$ cat src/rtl/traffic_pkg.sv
// traffic_pkg: light codes and debounce state encodings shared by the farm-road sensor interface
package traffic_pkg;
  localparam int LIGHT_W = 2;
  localparam logic [LIGHT_W-1:0] LIGHT_RED = 2'b00;
  localparam logic [LIGHT_W-1:0] LIGHT_YELLOW = 2'b01;
  localparam logic [LIGHT_W-1:0] LIGHT_GREEN = 2'b10;
  localparam logic [LIGHT_W-1:0] LIGHT_ILLEGAL = 2'b11;
  typedef enum logic [1:0] {LOW_STABLE, CHK_HIGH, HIGH_STABLE, CHK_LOW} db_state_t;
endpackage

$ cat src/rtl/sensor_debounce.sv
// sensor_debounce: two-flop synchronizer plus stability FSM, emits a registered one-cycle rise pulse
module sensor_debounce
  import traffic_pkg::*;
#(
  parameter int DEBOUNCE_CYCLES = 4
) (
  input  logic clk,
  input  logic rst,
  input  logic raw,
  output logic level,
  output logic rise
);
  localparam int CW = $clog2(DEBOUNCE_CYCLES + 1);
  logic [1:0] sync;
  db_state_t state, state_nx;
  logic [CW-1:0] cnt, cnt_nx;
  logic rise_nx, s, done;
  assign s = sync[1];
  assign done = cnt == CW'(DEBOUNCE_CYCLES - 1);
  assign level = state == HIGH_STABLE || state == CHK_LOW;
  always_ff @(posedge clk) begin
    if (rst) begin
      sync <= '0;
      state <= LOW_STABLE;
      cnt <= '0;
      rise <= 1'b0;
    end else begin
      sync <= {sync[0], raw};
      state <= state_nx;
      cnt <= cnt_nx;
      rise <= rise_nx;
    end
  end
  always_comb begin
    state_nx = state;
    cnt_nx = cnt;
    rise_nx = 1'b0;
    case (state)
      LOW_STABLE: if (s) begin state_nx = CHK_HIGH; cnt_nx = CW'(1); end
      CHK_HIGH:
        if (!s) state_nx = LOW_STABLE;
        else if (done) begin state_nx = HIGH_STABLE; rise_nx = 1'b1; end
        else cnt_nx = cnt + 1'b1;
      HIGH_STABLE: if (!s) begin state_nx = CHK_LOW; cnt_nx = CW'(1); end
      CHK_LOW:
        if (s) state_nx = HIGH_STABLE;
        else if (done) state_nx = LOW_STABLE;
        else cnt_nx = cnt + 1'b1;
      default: state_nx = LOW_STABLE;
    endcase
  end
endmodule

$ cat src/rtl/farm_sensor_if.sv
// farm_sensor_if: farm-road vehicle queue, sFarm request, starvation and light-conflict monitor
module farm_sensor_if
  import traffic_pkg::*;
#(
  parameter int DEBOUNCE_CYCLES = 4,
  parameter int QUEUE_W = 4,
  parameter int MAX_WAIT = 15
) (
  input  logic clk,
  input  logic rst,
  input  logic loop_raw,
  input  logic exit_pulse,
  input  logic [LIGHT_W-1:0] H,
  input  logic [LIGHT_W-1:0] F,
  output logic sFarm,
  output logic [QUEUE_W-1:0] queue_cnt,
  output logic conflict,
  output logic starve
);
  logic arrive, depart, f_go, bad;
  logic [2:0] exit_sync;
  logic [QUEUE_W-1:0] queue_nx;
  logic [7:0] wait_cnt, wait_nx;
  sensor_debounce #(.DEBOUNCE_CYCLES(DEBOUNCE_CYCLES)) u_loop (
    .clk(clk),
    .rst(rst),
    .raw(loop_raw),
    .level(),
    .rise(arrive)
  );
  assign f_go = F == LIGHT_GREEN || F == LIGHT_YELLOW;
  assign depart = exit_sync[1] & ~exit_sync[2] & f_go;
  assign bad = (H != LIGHT_RED && F != LIGHT_RED) || H == LIGHT_ILLEGAL || F == LIGHT_ILLEGAL;
  always_comb begin
    queue_nx = (arrive && !depart && queue_cnt != '1) ? queue_cnt + 1'b1 :
               (depart && !arrive && queue_cnt != '0) ? queue_cnt - 1'b1 : queue_cnt;
    wait_nx = (queue_cnt != '0 && F == LIGHT_RED) ?
              (wait_cnt == 8'(MAX_WAIT) ? wait_cnt : wait_cnt + 1'b1) : '0;
  end
  always_ff @(posedge clk) begin
    if (rst) begin
      exit_sync <= '0;
      queue_cnt <= '0;
      sFarm <= 1'b0;
      wait_cnt <= '0;
      starve <= 1'b0;
      conflict <= 1'b0;
    end else begin
      exit_sync <= {exit_sync[1:0], exit_pulse};
      queue_cnt <= queue_nx;
      sFarm <= queue_nx != '0;
      wait_cnt <= wait_nx;
      starve <= wait_nx == 8'(MAX_WAIT);
      conflict <= conflict | bad;
    end
  end
endmodule

$ cat config.mk
export PLATFORM = sky130hd
export DESIGN_NAME = farm_sensor_if
export DESIGN_NICKNAME = d
export VERILOG_FILES = /design/src/rtl/traffic_pkg.sv /design/src/rtl/sensor_debounce.sv /design/src/rtl/farm_sensor_if.sv
export SDC_FILE = /design/constraint.sdc
export NUM_CORES = 1
export LEC_CHECK = 0
export CAP_MARGIN = 10
export CORE_UTILIZATION = 56
export CTS_CLUSTER_DIAMETER = 30
export DETAILED_ROUTE_END_ITERATION = 10
export PLACE_DENSITY = 0.8
export REMOVE_ABC_BUFFERS = 1
export SETUP_SLACK_MARGIN = 0.2
export SLEW_MARGIN = 20
export SYNTH_ARGS = -nofsm -noshare
export SYNTH_HDL_FRONTEND = slang
export SYNTH_SLANG_ARGS = --single-unit
$ cat constraint.sdc
create_clock -name clk -period 5.6 [get_ports clk]
set_input_delay 0.84 -clock clk [delete_from_list [all_inputs] [get_ports clk]]
set_output_delay 0.84 -clock clk [all_outputs]
set_load 0.1 [all_outputs]
==> results of run 1 <==
## cell usage in the layout, fill, tap and decap left out, types with 2 or more instances in the layout
cell type | netlist | layout
nor3_1 | 2 | 2
nor2b_1 | 6 | 6
nand2_1 | 10 | 10
ha_1 | 7 | 7
nand4_1 | 2 | 2
xor2_1 | 4 | 4
xnor2_1 | 3 | 3
and3_1 | 2 | 2
nand3_1 | 8 | 8
nand2b_1 | 2 | 2
a211oi_1 | 2 | 2
dfxtp_1 | 26 | 26
inv_1 | 8 | 8
a31oi_1 | 3 | 3
clkdlybuf4s50_1 | 0 | 14
a21oi_1 | 7 | 7
clkbuf_4 | 0 | 3
nor2_1 | 14 | 14
a22oi_1 | 2 | 2
## worst reg2reg max path: cells and delay by family, from the launching register on
| family | cells | cell delay (ns) |
|---|---|---|
| AOI/OAI and AO/OA | 1 | 0.10 |
| and+or+nand+nor | 4 | 1.16 |
| buffers and inverters | 1 | 0.07 |
| adders and majority gates | 1 | 0.21 |
| DFF | 1 | 0.46 |
## routing by layer
metal / vias to the layer above / wire length [um] / part of all wire, %
li1: 497 / - / -
met1: 448 / 1050 / 49
met2: 21 / 960 / 45
met3: 4 / 68 / 3.2
met4: 0 / 43 / 2.0
met5: - / 0 / 0
## flip-flops by register name (all words and copies together), names as in the netlist, named ones only
signal,cells
exit_sync,3
u_loop.cnt,3
sFarm,1
u_loop.sync,2
wait_cnt,8
u_loop.rise,1
queue_cnt,4
conflict,1
u_loop.state,1
starve,1
## stage by stage
step | util [%] | power, uW | cells | setup slack [ns] | instance area [um2]
after floorplan | - | 211.7 | 131 | 2.875 | 1222
after global placement | 69.06 | 221.8 | 172 | 2.575 | 1396
after detailed placement | 69.06 | 222.7 | 172 | 2.531 | 1396
after CTS | 70.17 | 298.1 | 175 | 2.715 | 1419
after global routing | 70.17 | 306.0 | 175 | 2.654 | 1419
final | 70.17 | 295.7 | 175 | 2.731 | 1419
## where the power goes
part	leakage (uW)	total [uW]	internal [uW]	switching [uW]
logic	0.000307	28.0	11.2	16.8
clock network	0.0000138	77.2	25.2	52.0
registers	0.000211	190	188	2.17
## final cells by class
class / count / area, um2
fillers: 166 / 603.1
multi-input cells: 97 / 671.9
inverters: 8 / 30.03
repair buffers: 14 / 140.1
clock buffers: 3 / 22.52
well taps: 27 / 33.78
flip-flops and latches: 26 / 520.5
## worst paths after layout
kind / cells after the start / endpoint
min: 1 / u_loop.sync[1]$_SDFF_PP0_
max reg2reg: 7 / sFarm$_SDFF_PP0_
min reg2reg: 1 / u_loop.sync[1]$_SDFF_PP0_
max: 1 / queue_cnt[2]
## logic make-up after synthesis
family,after synthesis,synth area share [%]
flip-flops,26,41.64
XOR/XNOR,7,4.905
buffers and inverters,13,4.604
AND/OR/NAND/NOR,59,27.63
AO/OA/AOI/OAI,22,12.21
multiplexers,1,1.201
adder cells (fa/ha/maj),8,7.808
==> impl_metrics.ini, run 1 <==
[clocking]
cts_buffers = 3
cts_hold_buf = 0
ctsLongestPathBuffers = 2
cts_setup_buffers = 0
clockRootBuffer = clkbuf_4
cts_tree = done
htreeDepth = 1
post_cts_resized = 0
cts.sinks = 26
clkLatencyLatePin_ns = 0.31
clkTransAtPathRegs_ns = 0.13

[worst_setup_path]
setup.worst_path.start_class = register
end_kind = output pin
regToRegStartpoint = queue_cnt[0]$_SDFF_PP0_
cpMaxStageDelayCell = clkdlybuf4s50_1
path_buf_inv = 1
critical_path_class = register to output pin
crit_family = buffers and inverters
max_stage_delay_ns = 1.19
path_max_fanout = 9
crit_arrival_ns = 2.03
cp.required_ns = 4.76
startpoint = queue_cnt[2]$_SDFF_PP0_
r2r_slack_ns = 3.47
crit_chain = clkdlybuf4s50_1

[timing]
max_freq_mhz = 348.6
slew_violations = 0
whs_ns = 0.4604
period_share_pct = 51.23
tightest_slew_ns = 0.9687
finalCriticalPeriod_ns = 2.869
slew-limit-headroom_pct = 35.22
finalClockSkew_ns = 0.001822
hold_violations = 0
setup-tns-final_ns = 0
setup_violations = 0
rsz0062_at_grt = no

[global_routing]
met2_usage_pct = 36.76
top_usage_layer = met2
grt.total_usage_pct = 20.80
grt_max_degree = 19
met1_usage_pct = 24.12
grt_pass1_vias = 947
met3_usage_pct = 2.804
overflow = 0
antenna_found_initial = 0
grt_pass1_wl_um = 3836

[cells_and_area]
num_antenna_cells = 0
nNetsFinal = 165
syn_to_final_growth_pct = 13.51
drive_gt1_share_pct = 7.432

[die]
die_area_um2 = 2425
start_util_pct = 61.82
ios = 15
rows = 16
die_h_um = 49.25
die_w_um = 49.25
coreArea_um2 = 2022

[run_status]
status = finished, final reports clean

[yosys]
ys_ff_latch = 26
yosys-top-cells-area = dfxtp_1 (42%), ha_1 (7.0%), nor2_1 (4.2%)
async_reset_ff_share_pct = 0
syn_avg_cell_area_um2 = 9.191
syn_inst = 136
synth_top_cell_by_area = dfxtp_1
dominantRegCellSynth = dfxtp_1
yosysMostFrequentCell = dfxtp_1
seq_area_frac_synth_pct = 41.64
ys_warn_count = 0
synth-edff-count = 0
yosysTopAreaCellShare_pct = 41.64
synth.distinct_cells = 43
ys_top_cells_by_count = dfxtp_1 (26), nor2_1 (14), nand2_1 (10)
syn_area_um2 = 1250

[drt]
drc = 0
vias = 970
viasPerCell = 5.543
routedWlPerCell_um = 12.13
drtAntennaViolNets = 0
dr.first_iter.drc_count = 10
drt-total-wl_um = 2122
drtPass1Iterations = 4

[placement]
gp_congestion = 0.8816
hpwlAfterDp_um = 1603
port_buffers = 14

[power]
vdd_drop_max_mv = 0.1426
powerDensity_nw_per_um2 = 208.4
leakagePower_uw = 0.0005322

[hold_path]
holdCritStartpoint = u_loop.sync[0]$_SDFF_PP0_
hold_path.class = register to register

[job]
maxCapViolCount = 0
Power figures use the tool's default switching activity.
==> run 2, diff against run 1 <==
--- a/config.mk
+++ b/config.mk
@@ -6,10 +6,10 @@
 export NUM_CORES = 1
 export LEC_CHECK = 0
 export CAP_MARGIN = 10
-export CORE_UTILIZATION = 56
+export CORE_UTILIZATION = 54
 export CTS_CLUSTER_DIAMETER = 30
 export DETAILED_ROUTE_END_ITERATION = 10
-export PLACE_DENSITY = 0.8
+export PLACE_DENSITY = 0.78
 export REMOVE_ABC_BUFFERS = 1
 export SETUP_SLACK_MARGIN = 0.2
 export SLEW_MARGIN = 20
==> constraint.sdc (replaced) <==
create_clock -name clk -period 3 [get_ports clk]
set_input_delay 0.45 -clock clk [delete_from_list [all_inputs] [get_ports clk]]
set_output_delay 0.45 -clock clk [all_outputs]
set_load 0.1 [all_outputs]
==> impl_metrics.ini, run 2 (synthesis results as in run 1) <==
[run_status]
status = finished, final reports clean

[worst_setup_path]
path_buf_inv = 2
path_max_fanout = 5
crit_family = simple AND/OR/NAND/NOR gates
max_stage_delay_ns = 0.48
cp.required_ns = 3.21
r2r_slack_ns = 0.88
crit_chain = clkdlybuf4s50_1 > inv_1 > ha_1 > nand3b_4 > nand3_2 > a2bb2oi_1 > mux2_4 > or4_1
critical_path_class = input port to register
crit_arrival_ns = 2.53
setup.worst_path.start_class = input port
cpMaxStageDelayCell = clkdlybuf4s50_1
end_kind = register

[cells_and_area]
syn_to_final_growth_pct = 13.91
num_antenna_cells = 0
final_common_cell = dfxtp_1
top_register = wait_cnt
nNetsFinal = 166
layout_common_cells = dfxtp_1 (26), nor2_1 (14), nand2_1 (10)
drive_gt1_share_pct = 13.33
final_cells = 178
largest_reg_flops = 8
top_regs = wait_cnt: 8 flops, queue_cnt: 4 flops
fillers = 186

[global_routing]
met2_usage_pct = 33.33
overflow = 0
grt_pass1_wl_um = 3781
grt_max_degree = 15
antenna_found_initial = 0
met1_usage_pct = 23.86
grt.total_usage_pct = 19.50
top_usage_layer = met2
met3_usage_pct = 3.086
grt_pass1_vias = 935

[clocking]
cts_tree = done
cts_hold_buf = 0
clockRootBuffer = clkbuf_4
clkTransAtPathRegs_ns = 0.13
htreeDepth = 1
cts_buffers = 3
cts_setup_buffers = 0
cts.sinks = 26
ctsLongestPathBuffers = 2
post_cts_resized = 0
clkLatencyLatePin_ns = 0.31

[drt]
drc = 0
routedWlPerCell_um = 12.10
viasPerCell = 5.708
drtAntennaViolNets = 0
vias = 1016
drtPass1Iterations = 4
drt-total-wl_um = 2154
dr.first_iter.drc_count = 24

[die]
die_area_um2 = 2511
start_util_pct = 57.05
die_w_um = 50.11
coreArea_um2 = 2191
ios = 15
die_h_um = 50.11
rows = 17

[job]
maxCapViolCount = 0

[power]
vdd_drop_max_mv = 0.2849
leakagePower_uw = 0.0005576
powerDensity_nw_per_um2 = 409.1

[timing]
max_freq_mhz = 430.1
hold_violations = 0
setup_violations = 0
finalCriticalPeriod_ns = 2.325
setup-tns-final_ns = 0
tightest_slew_ns = 0.3965
period_share_pct = 77.51
finalClockSkew_ns = 0.002415
slew_violations = 0
final.setup.worst_slack_ns = 0.6748
rsz0062_at_grt = no
slew-limit-headroom_pct = 73.48

[hold_path]
hold_path.class = register to register

[placement]
post-place-ws_ns = 0.3220
port_buffers = 14
hpwlAfterDp_um = 1625
gp_congestion = 0.8513
place_inst = 174
-- run 2: cell count changes in the layout (fill, tap and decap cells not counted), sizes merged --
cell and delta:
buf +8, clkbuf +1, clkdlybuf4s50 -7
-- run 2: metal layers --
layer  wire length [um]  vias up  share of wire, %
met5                  0        -                 0
met4                 12        0              0.56
met1                984      489                46
met3                 76        2               3.5
li1                   -      506                 -
met2               1080       19                50
-- run 2: where the power goes --
| group | total, uW | internal, uW | switching (uW) |
|---|---|---|---|
| Sequential | 356 | 352 | 4.26 |
| Clock | 174 | 74.1 | 100 |
| Combinational | 52.2 | 21.0 | 31.2 |
-- run 2: worst paths after layout --
check                             from                   endpoint  cells past startpoint
max                               F[0]           sFarm$_SDFF_PP0_                      8
min          u_loop.sync[0]$_SDFF_PP0_  u_loop.sync[1]$_SDFF_PP0_                      1
max reg2reg    queue_cnt[0]$_SDFF_PP0_           sFarm$_SDFF_PP0_                      7
min reg2reg  u_loop.sync[0]$_SDFF_PP0_  u_loop.sync[1]$_SDFF_PP0_                      1
-- run 2: cell type report --
| class | count | area, um2 | area share (%) |
|---|---|---|---|
| tap | 28 | 35.03 | 2.460 |
| timing repair buffer | 15 | 130.1 | 9.139 |
| multi-input combinational | 97 | 671.9 | 47.19 |
| sequential | 26 | 520.5 | 36.56 |
| clock buffer | 4 | 36.28 | 2.548 |
| inverter | 8 | 30.03 | 2.109 |
-- run 2: stage by stage --
stage / utilization (%) / hold slack [ns] / instance area (um2) / total power, uW
4_1_cts: 64.99 / 0.4586 / 1424 / 590.5
6_report: 64.99 / 0.4534 / 1424 / 582.5
2_1_floorplan: - / 0.4138 / 1222 / 395.1
5_1_grt: 64.99 / 0.4697 / 1424 / 604.8
3_3_place_gp: 63.34 / 0.4169 / 1388 / 414.4
3_5_place_dp: 63.34 / 0.4275 / 1388 / 416.0
==> run 3, diff against run 2 <==
==> constraint.sdc (replaced) <==
create_clock -name clk -period 2.2 [get_ports clk]
set_input_delay 0.33 -clock clk [delete_from_list [all_inputs] [get_ports clk]]
set_output_delay 0.33 -clock clk [all_outputs]
set_load 0.1 [all_outputs]
==> impl_metrics.ini, run 3 (synthesis results as in run 1) <==
[clocking]
htreeDepth = 1
clockRootBuffer = clkbuf_4
ctsLongestPathBuffers = 2
cts_hold_buf = 0
clkLatencyLatePin_ns = 0.31
cts_buffers = 3
cts.sinks = 26
cts_tree = done
clkTransAtPathRegs_ns = 0.13

[worst_setup_path]
crit_arrival_ns = 2.22
max_stage_delay_ns = 0.51
setup.worst_path.start_class = register
path_buf_inv = 2
critical_path_class = register to register
r2r_slack_ns = 0.18
cpMaxStageDelayCell = or4_1
end_kind = register
reg2reg_depth = 8
crit_chain = inv_1 > ha_2 > nor3b_4 > nor3_2 > buf_4 > a211oi_2 > a311oi_1 > or4_1
crit_family = simple AND/OR/NAND/NOR gates
cp.depth = 8
path_max_fanout = 5
crit_end = sFarm$_SDFF_PP0_
cp.required_ns = 2.40
regToRegStartpoint = queue_cnt[1]$_SDFF_PP0_
startpoint = queue_cnt[1]$_SDFF_PP0_
timing.rr.end = sFarm$_SDFF_PP0_

[global_routing]
grt_max_degree = 15
grt_pass1_vias = 918
grt_pass1_wl_um = 3774
grt.total_usage_pct = 19.67
overflow = 0
antenna_found_initial = 0

[cells_and_area]
fin_area_um2 = 1545
final_cells = 188
largest_reg_flops = 8
layout_common_cells = dfxtp_1 (23), buf_4 (18), nor2_1 (14), nand2_1 (10), nand3_1 (8)
num_antenna_cells = 0
final_common_cell = dfxtp_1
top_regs = wait_cnt: 8 flops, queue_cnt: 4 flops
utilization_pct = 70.53
top_register = wait_cnt
nNetsFinal = 176
drive_gt1_share_pct = 23.75
syn_to_final_growth_pct = 23.62

[placement]
post-place-ws_ns = -0.3658
place_inst = 180
hpwlAfterDp_um = 1588
placed_cell_area_um2 = 1433
gp_congestion = 0.8918
port_buffers = 14

[drt]
dr.first_iter.drc_count = 19
routedWlPerCell_um = 12.73
viasPerCell = 5.479
vias = 1030
drtPass1Iterations = 4
drt-total-wl_um = 2394
drc = 0
drtAntennaViolNets = 0

[run_status]
status = finished, final reports clean

[die]
die_h_um = 50.11
ios = 15
rows = 17
coreArea_um2 = 2191
die_w_um = 50.11
start_util_pct = 57.05
die_area_um2 = 2511

[timing]
setup_violations = 0
slew_violations = 0
finalCriticalPeriod_ns = 2.020
finalClockSkew_ns = 0.001808
tightest_slew_ns = 0.3495
rsz0062_at_grt = yes
slew-limit-headroom_pct = 76.54
final.setup.worst_slack_ns = 0.1803
hold_violations = 0
max_freq_mhz = 495.1
period_share_pct = 91.81

[job]
maxCapViolCount = 0

[power]
vdd_drop_max_mv = 0.4429
leakagePower_uw = 0.0006149
powerDensity_nw_per_um2 = 518.7

[hold_path]
hold_path.class = register to register
holdCritStartpoint = exit_sync[0]$_SDFF_PP0_
[run 3: routing by layer]
metal,track usage (%),share of wire (%),wire length (um)
met4,7.143,1.3,30
met1,26.42,48,1143
met3,2.778,3.1,74
met5,0,0,0
met2,31.56,48,1145
[run 3: worst min-delay path by stage]
stage / slack, ns / cells past startpoint / endpoint
final: 0.45 / 1 / exit_sync[1]$_SDFF_PP0_
after global routing: 0.47 / 1 / exit_sync[1]$_SDFF_PP0_
after CTS: 0.45 / 1 / exit_sync[1]$_SDFF_PP0_
after detailed placement: 0.42 / 1 / exit_sync[1]$_SDFF_PP0_
after global placement: 0.42 / 1 / u_loop.sync[1]$_SDFF_PP0_
after floorplan: 0.40 / 1 / register
[run 3: timing repair]
action                                  4_1_cts  5_1_grt
resized for setup                            11        3
gates cloned                                  0        0
pin swaps                                     2        4
setup buffers                                 2        2
endpoints found under the setup margin        1        2
[run 3: through the flow]
stage / power (uW) / hold WS (ns) / setup TNS, ns
floorplan: 538.8 / 0.3991 / -1.433
global placement: 567.1 / 0.4170 / -0.2944
detailed placement: 569.2 / 0.4231 / -0.3760
CTS: 807.2 / 0.4538 / 0
global route: 831.7 / 0.4689 / 0
finish: 801.5 / 0.4539 / 0
[run 3: final cells by class]
type | count | area (um2)
multi-input combinational | 97 | 711.9
fill | 168 | 645.6
sequential | 26 | 529.3
timing repair buffer | 25 | 202.7
clock buffer | 4 | 36.28
tap | 28 | 35.03
inverter | 8 | 30.03
[run 3: power by group]
group          switching (uW)  internal, uW  leakage (uW)
logic                    47.5          34.5      0.000381
clock network             136           101     0.0000210
registers                5.41           477      0.000213
total                     189           613      0.000615
